`src/rtl/tug_ctrl.sv`:
```
// Tug-of-war reaction game controller: random dark delay, go signal, reaction
// timing, false-start detection and score-display hold, ending in a latched win.
module tug_ctrl #(
    parameter int unsigned DELAY_MIN  = 500,
    parameter int unsigned SHOW_TICKS = 1000,
    parameter int unsigned FAST_TICKS = 200,
    parameter logic [9:0]  LFSR_SEED  = 10'h2A5
) (
    input  logic       clk,
    input  logic       rst_n,
    input  logic       tick,
    input  logic       pb_l,
    input  logic       pb_r,
    input  logic [6:0] score,
    output logic [2:0] led_control,
    output logic       add_l,
    output logic       add_r,
    output logic       clr_score,
    output logic [9:0] react_cnt,
    output logic       game_over
);

    typedef enum logic [2:0] {
        S_RST,
        S_DARK,
        S_GO,
        S_SHOW,
        S_FOUL,
        S_SPEED,
        S_WIN
    } state_e;

    localparam logic [2:0]  LED_DARK   = 3'b000;
    localparam logic [2:0]  LED_RST    = 3'b001;
    localparam logic [2:0]  LED_ALL    = 3'b010;
    localparam logic [2:0]  LED_SCORE  = 3'b011;
    localparam logic [2:0]  LED_FAKE   = 3'b100;
    localparam logic [2:0]  LED_SPEED  = 3'b110;
    localparam logic [11:0] SHOW_LOAD  = 12'(SHOW_TICKS);
    localparam logic [11:0] DELAY_BASE = 12'(DELAY_MIN);
    localparam logic [9:0]  REACT_MAX  = 10'h3FF;

    state_e      state_q, state_d;
    logic [11:0] cnt_q, cnt_d;
    logic [9:0]  react_q, react_d;
    logic [9:0]  lfsr_q, lfsr_d;
    logic        pb_l_q, pb_r_q;
    logic [2:0]  led_q, led_d;
    logic        add_l_q, add_l_d;
    logic        add_r_q, add_r_d;
    logic        clr_q, clr_d;
    logic        game_over_q, game_over_d;

    logic        press_l, press_r, press_any, cnt_done, score_end, fast;
    logic [11:0] delay_load;

    assign press_l    = pb_l & ~pb_l_q;
    assign press_r    = pb_r & ~pb_r_q;
    assign press_any  = press_l | press_r;
    assign cnt_done   = (cnt_q <= 12'd1);
    assign score_end  = (score == 7'b1000000) || (score == 7'b0000001);
    assign fast       = (32'(react_q) < FAST_TICKS);
    assign delay_load = DELAY_BASE + {2'b00, lfsr_q};
    // x^10 + x^7 + 1, free-running so the delay depends on when the press lands.
    assign lfsr_d     = {lfsr_q[8:0], lfsr_q[9] ^ lfsr_q[6]};

    // NOTE: every always_comb output gets a default first, so no path can infer a latch.
    always_comb begin
        state_d = state_q;
        cnt_d   = cnt_q;
        react_d = react_q;
        add_l_d = 1'b0;
        add_r_d = 1'b0;
        clr_d   = 1'b0;
        case (state_q)
            S_RST: begin
                if (press_any) begin
                    clr_d   = 1'b1;
                    cnt_d   = delay_load;
                    state_d = S_DARK;
                end
            end
            S_DARK: begin
                if (press_any) begin
                    // False start: the opponent scores; a double false start scores nobody.
                    add_l_d = press_r & ~press_l;
                    add_r_d = press_l & ~press_r;
                    cnt_d   = SHOW_LOAD;
                    state_d = S_FOUL;
                end else if (tick) begin
                    if (cnt_done) begin
                        cnt_d   = '0;
                        react_d = '0;
                        state_d = S_GO;
                    end else begin
                        cnt_d = cnt_q - 12'd1;
                    end
                end
            end
            S_GO: begin
                if (press_any) begin
                    add_l_d = press_l & ~press_r;
                    add_r_d = press_r & ~press_l;
                    cnt_d   = SHOW_LOAD;
                    state_d = (fast && (press_l ^ press_r)) ? S_SPEED : S_SHOW;
                end else if (tick && (react_q != REACT_MAX)) begin
                    react_d = react_q + 10'd1;
                end
            end
            S_SHOW, S_FOUL, S_SPEED: begin
                if (tick) begin
                    if (!cnt_done) begin
                        cnt_d = cnt_q - 12'd1;
                    end else if (score_end) begin
                        cnt_d   = '0;
                        state_d = S_WIN;
                    end else begin
                        cnt_d   = delay_load;
                        state_d = S_DARK;
                    end
                end
            end
            S_WIN: begin
                state_d = S_WIN;
            end
            default: begin
                state_d = S_RST;
            end
        endcase
    end

    // Outputs are decoded from the next state so the registered LEDs track the state register.
    always_comb begin
        led_d = LED_RST;
        case (state_d)
            S_RST:   led_d = LED_RST;
            S_DARK:  led_d = LED_DARK;
            S_GO:    led_d = LED_ALL;
            S_SHOW:  led_d = LED_SCORE;
            S_FOUL:  led_d = LED_FAKE;
            S_SPEED: led_d = LED_SPEED;
            S_WIN:   led_d = LED_SCORE;
            default: led_d = LED_RST;
        endcase
        game_over_d = (state_d == S_WIN);
    end

    // NOTE: sequential state uses non-blocking assignments so all registers update together.
    always_ff @(posedge clk) begin
        if (!rst_n) begin
            state_q     <= S_RST;
            cnt_q       <= '0;
            react_q     <= '0;
            lfsr_q      <= LFSR_SEED;
            pb_l_q      <= 1'b1;
            pb_r_q      <= 1'b1;
            led_q       <= LED_RST;
            add_l_q     <= 1'b0;
            add_r_q     <= 1'b0;
            clr_q       <= 1'b0;
            game_over_q <= 1'b0;
        end else begin
            state_q     <= state_d;
            cnt_q       <= cnt_d;
            react_q     <= react_d;
            lfsr_q      <= lfsr_d;
            pb_l_q      <= pb_l;
            pb_r_q      <= pb_r;
            led_q       <= led_d;
            add_l_q     <= add_l_d;
            add_r_q     <= add_r_d;
            clr_q       <= clr_d;
            game_over_q <= game_over_d;
        end
    end

    assign led_control = led_q;
    assign add_l       = add_l_q;
    assign add_r       = add_r_q;
    assign clr_score   = clr_q;
    assign react_cnt   = react_q;
    assign game_over   = game_over_q;

endmodule

```
`config.mk`:
```
export PLATFORM = sky130hd
export DESIGN_NAME = tug_ctrl
export DESIGN_NICKNAME = d
export VERILOG_FILES = /design/src/rtl/tug_ctrl.sv
export SDC_FILE = /design/constraint.sdc
export NUM_CORES = 1
export LEC_CHECK = 0
export CAP_MARGIN = 10
export CORE_MARGIN = 5
export CORE_UTILIZATION = 55
export CTS_BUF_LIST = sky130_fd_sc_hd__clkbuf_8
export DETAILED_ROUTE_END_ITERATION = 6
export PLACE_DENSITY = 0.78
export SLEW_MARGIN = 10
export SYNTH_ARGS = -nofsm -noshare
export SYNTH_HDL_FRONTEND = slang
export SYNTH_SLANG_ARGS = --single-unit
```
`constraint.sdc`:
```
create_clock -name clk -period 6.5 [get_ports clk]
set_clock_uncertainty 0.1 [all_clocks]
set_input_delay 0.65 -clock clk [delete_from_list [all_inputs] [get_ports clk]]
set_output_delay 0.65 -clock clk [all_outputs]
set_load 0.01 [all_outputs]
```
==> out/qor.yml <==
run_status:
  status: "finished clean"
pwr:
  peakVddDrop_v: 0.000189
  leakagePower_nw: 1.05
  p_per_area_mw_per_mm2: 250
cts:
  clock_latency_ps: 300
  cts-resized-gates: 0
  tritoncts: "done"
  cts_hold_buf: 0
  cts.sinks: 44
  post_cts_buffers: 0
  cts_made_buffers: 5
  htree_levels: 2
  clock_path_buffers: 2
  root_buffer: "clkbuf_8"
  path_clk_slew_ps: 90
worst_setup_path:
  setup.worst_path.start: "pb_l"
  end_kind: "flip-flop"
  crit_path_frequent_cell: "a21oi_1"
  cp.arrival_ps: 3210
  cp_cell_sequence: "clkdlybuf4s50_1 -> nor2b_1 -> inv_1 -> ha_1 -> nor2_1 -> nand2_1 -> a21oi_1 -> nor4_2 -> a31o_2 -> a21oi_1"
  r2r_start: "cnt_q[0]"
  worstPathMaxFanout: 10
  path_buf_inv: 2
  cp-start-kind: "input port"
  critPathRequiredTime_ps: 6630
  critPathSlowestCell: "a21oi_1"
  cp_top_family: "compound AO/OA/AOI/OAI gates"
  max_stage_delay_ps: 670
  crit_type: "input port to flip-flop"
drt:
  drtIter0Drc: 152
  antenna_left: 0
  route.detailed.drc: 0
  dr_total_vias: 2178
  wire_per_inst_um: 15.3
  wl_um: 5530
  first_pass_iters: 4
  routed_via_density: 6.03
yosys:
  syn_inst: 282
  synth-xor-area-share_pct: 7.91
  yosys.area_share.adder_pct: 3.60
  synth.avg_cell_area_um2: 8.63
  synth-seq-cells: 44
  synth_top_area_share_pct: 36.2
  synth_nets: 301
  netlist_area_mm2: 0.00243
  postSynth.asyncResetShare_pct: 0
  yosysSeqAreaShare_pct: 36.2
  ys_warn_count: 0
  synthMuxAreaShare_pct: 0.411
  synth_top_family_by_area: "simple AND/OR/NAND/NOR gates"
  yosysTopAreaCell: "dfxtp_1"
  synth_compound_area_share_pct: 22.7
  ys_types: 54
  synth.area.top_cells: "dfxtp_1 36%, xnor2_1 6.8%, nor2_1 4.2%, ha_1 3.6%, nand2b_1 2.8%"
  synth_flop_cell: "dfxtp_1"
  synthSimpleGateAreaFrac_pct: 25.9
  synth-edff-count: 0
die:
  io_pins: 29
  core_area_mm2: 0.00432
  fp.dieH_um: 76.5
  die_area_mm2: 0.00586
  die_w_um: 76.5
  num_rows: 24
  initial_core_util_pct: 56.3
placed_design:
  placed_cells: 353
  place_area_mm2: 0.00274
  place_congestion: 0.852
  io_buffers: 28
  post-dp-hpwl_um: 4120
final_layout:
  drive_above_1_share_pct: 6.80
  stdcell_area_mm2: 0.00284
  syn_to_final_growth_pct: 16.8
  n_antenna_cell: 0
  final_nets: 327
  layout.cells.non_filler: 361
sta:
  slew_headroom_pct: 43.4
  slew_violations: 0
  worst_hold_slack_ps: 337
  period_share_pct: 47.2
  finalCriticalPeriod_ps: 3070
  setup_viol_count_final: 0
  grt_setup_unrepaired: "no"
  tightest_slew_ps: 848
  final-hold-violation-count: 0
  max_freq_mhz: 326
  setup-tns-final_ps: 0
grt:
  grt_pass1_vias: 2076
  grt_max_degree: 33
  antenna_found_initial: 0
  overflow: 0
  grt_usage_pct: 19.4
  grt_pass1_wl_um: 9670
job:
  max_cap_violations: 0
min_path:
  hp-start: "lfsr_q[1]"
  hold_path.class: "flip-flop to flip-flop"
[cell families after synthesis]
group | after synthesis
and+or+nand+nor | 116
AOI/OAI and AO/OA | 73
DFF | 44
xor gates and xnor gates | 22
buffers and inverters | 19
adders and majority gates | 7
muxes | 1
[sequential cells by signal, summed over array words and instances, names as in the netlist]
signal	cells
state_q	3
pb_l_q	1
led_control	3
game_over	1
clr_score	1
react_cnt	10
lfsr_q	10
cnt_q	12
add_r	1
pb_r_q	1
add_l	1
[worst paths after layout]
kind	to	slack [ps]	cells after the start
worst max register to register	game_over	3570	8
worst min-delay path	lfsr_q[2]	340	2
worst min register to register	lfsr_q[2]	340	2
worst max-delay path	react_cnt[8]	3430	10
[final cells by class]
type                            count  area, µm²
Sequential cell                    44        881
Inverter                            9       33.8
Multi-Input combinational cell    219       1480
Clock inverter                      2       15.0
Fill cell                         393       1480
Clock buffer                        6       82.6
Timing Repair Buffer               29        288
Tap cell                           52       65.1
[worst reg2reg max path: cells and delay by family, from the launching register on]
kind                     cells  cell delay [ps]
AO/OA/AOI/OAI                1              700
adder cells (fa/ha/maj)      1              290
buffers and inverters        1               90
flip-flops                   1              360
AND/OR/NAND/NOR              5             1330
[cell usage after synthesis (3+ instances only)]
cell type	number
a21oi_1	10
a31o_2	3
a31oi_1	3
and2_1	6
and3_1	4
clkbuf_1	7
dfxtp_1	44
ha_1	7
inv_1	9
nand2_1	17
nand2b_1	11
nand3_1	12
nand4_1	4
nor2_1	27
nor2b_1	6
nor3_1	10
nor4_1	4
nor4_2	3
o211a_1	6
o21a_1	4
o21ai_0	9
o221ai_1	7
o22ai_1	3
o31ai_1	3
or4_1	5
xnor2_1	19
xor2_1	3
[cell usage in the layout, fill, tap and decap left out, drive strengths merged, types with 9 or more instances in the layout]
cell type,synthesis,final
xnor2,19,19
nor2,27,27
nand2b,11,11
a21oi,11,11
inv,9,9
o21ai,10,10
dfxtp,44,44
nand3,12,12
nor3,10,10
nand2,17,17
clkdlybuf4s50,0,28
[power breakdown]
group | internal [mW] | switching [mW] | total, mW
clock | 0.0861 | 0.0969 | 0.183
sequential | 0.291 | 0.0274 | 0.319
combinational | 0.0894 | 0.119 | 0.208
[per-stage QoR]
step           utilization, %  total power [mW]  setup WS [ps]
2_1_floorplan               -             0.480           4000
3_3_place_gp             63.4             0.525           3150
3_5_place_dp             63.4             0.530           3130
4_1_cts                  65.6             0.711           3430
5_1_grt                  65.7             0.756           3280
6_report                 65.7             0.710           3430
[per-layer routing]
layer	track usage [%]	wire length [µm]	up-vias
li1	-	-	1094
met1	23.8	2430	1034
met2	32.3	2780	38
met3	4.73	176	12
met4	7.87	138	0
met5	0	0	-
No activity file was read; power rests on OpenSTA's default activity.
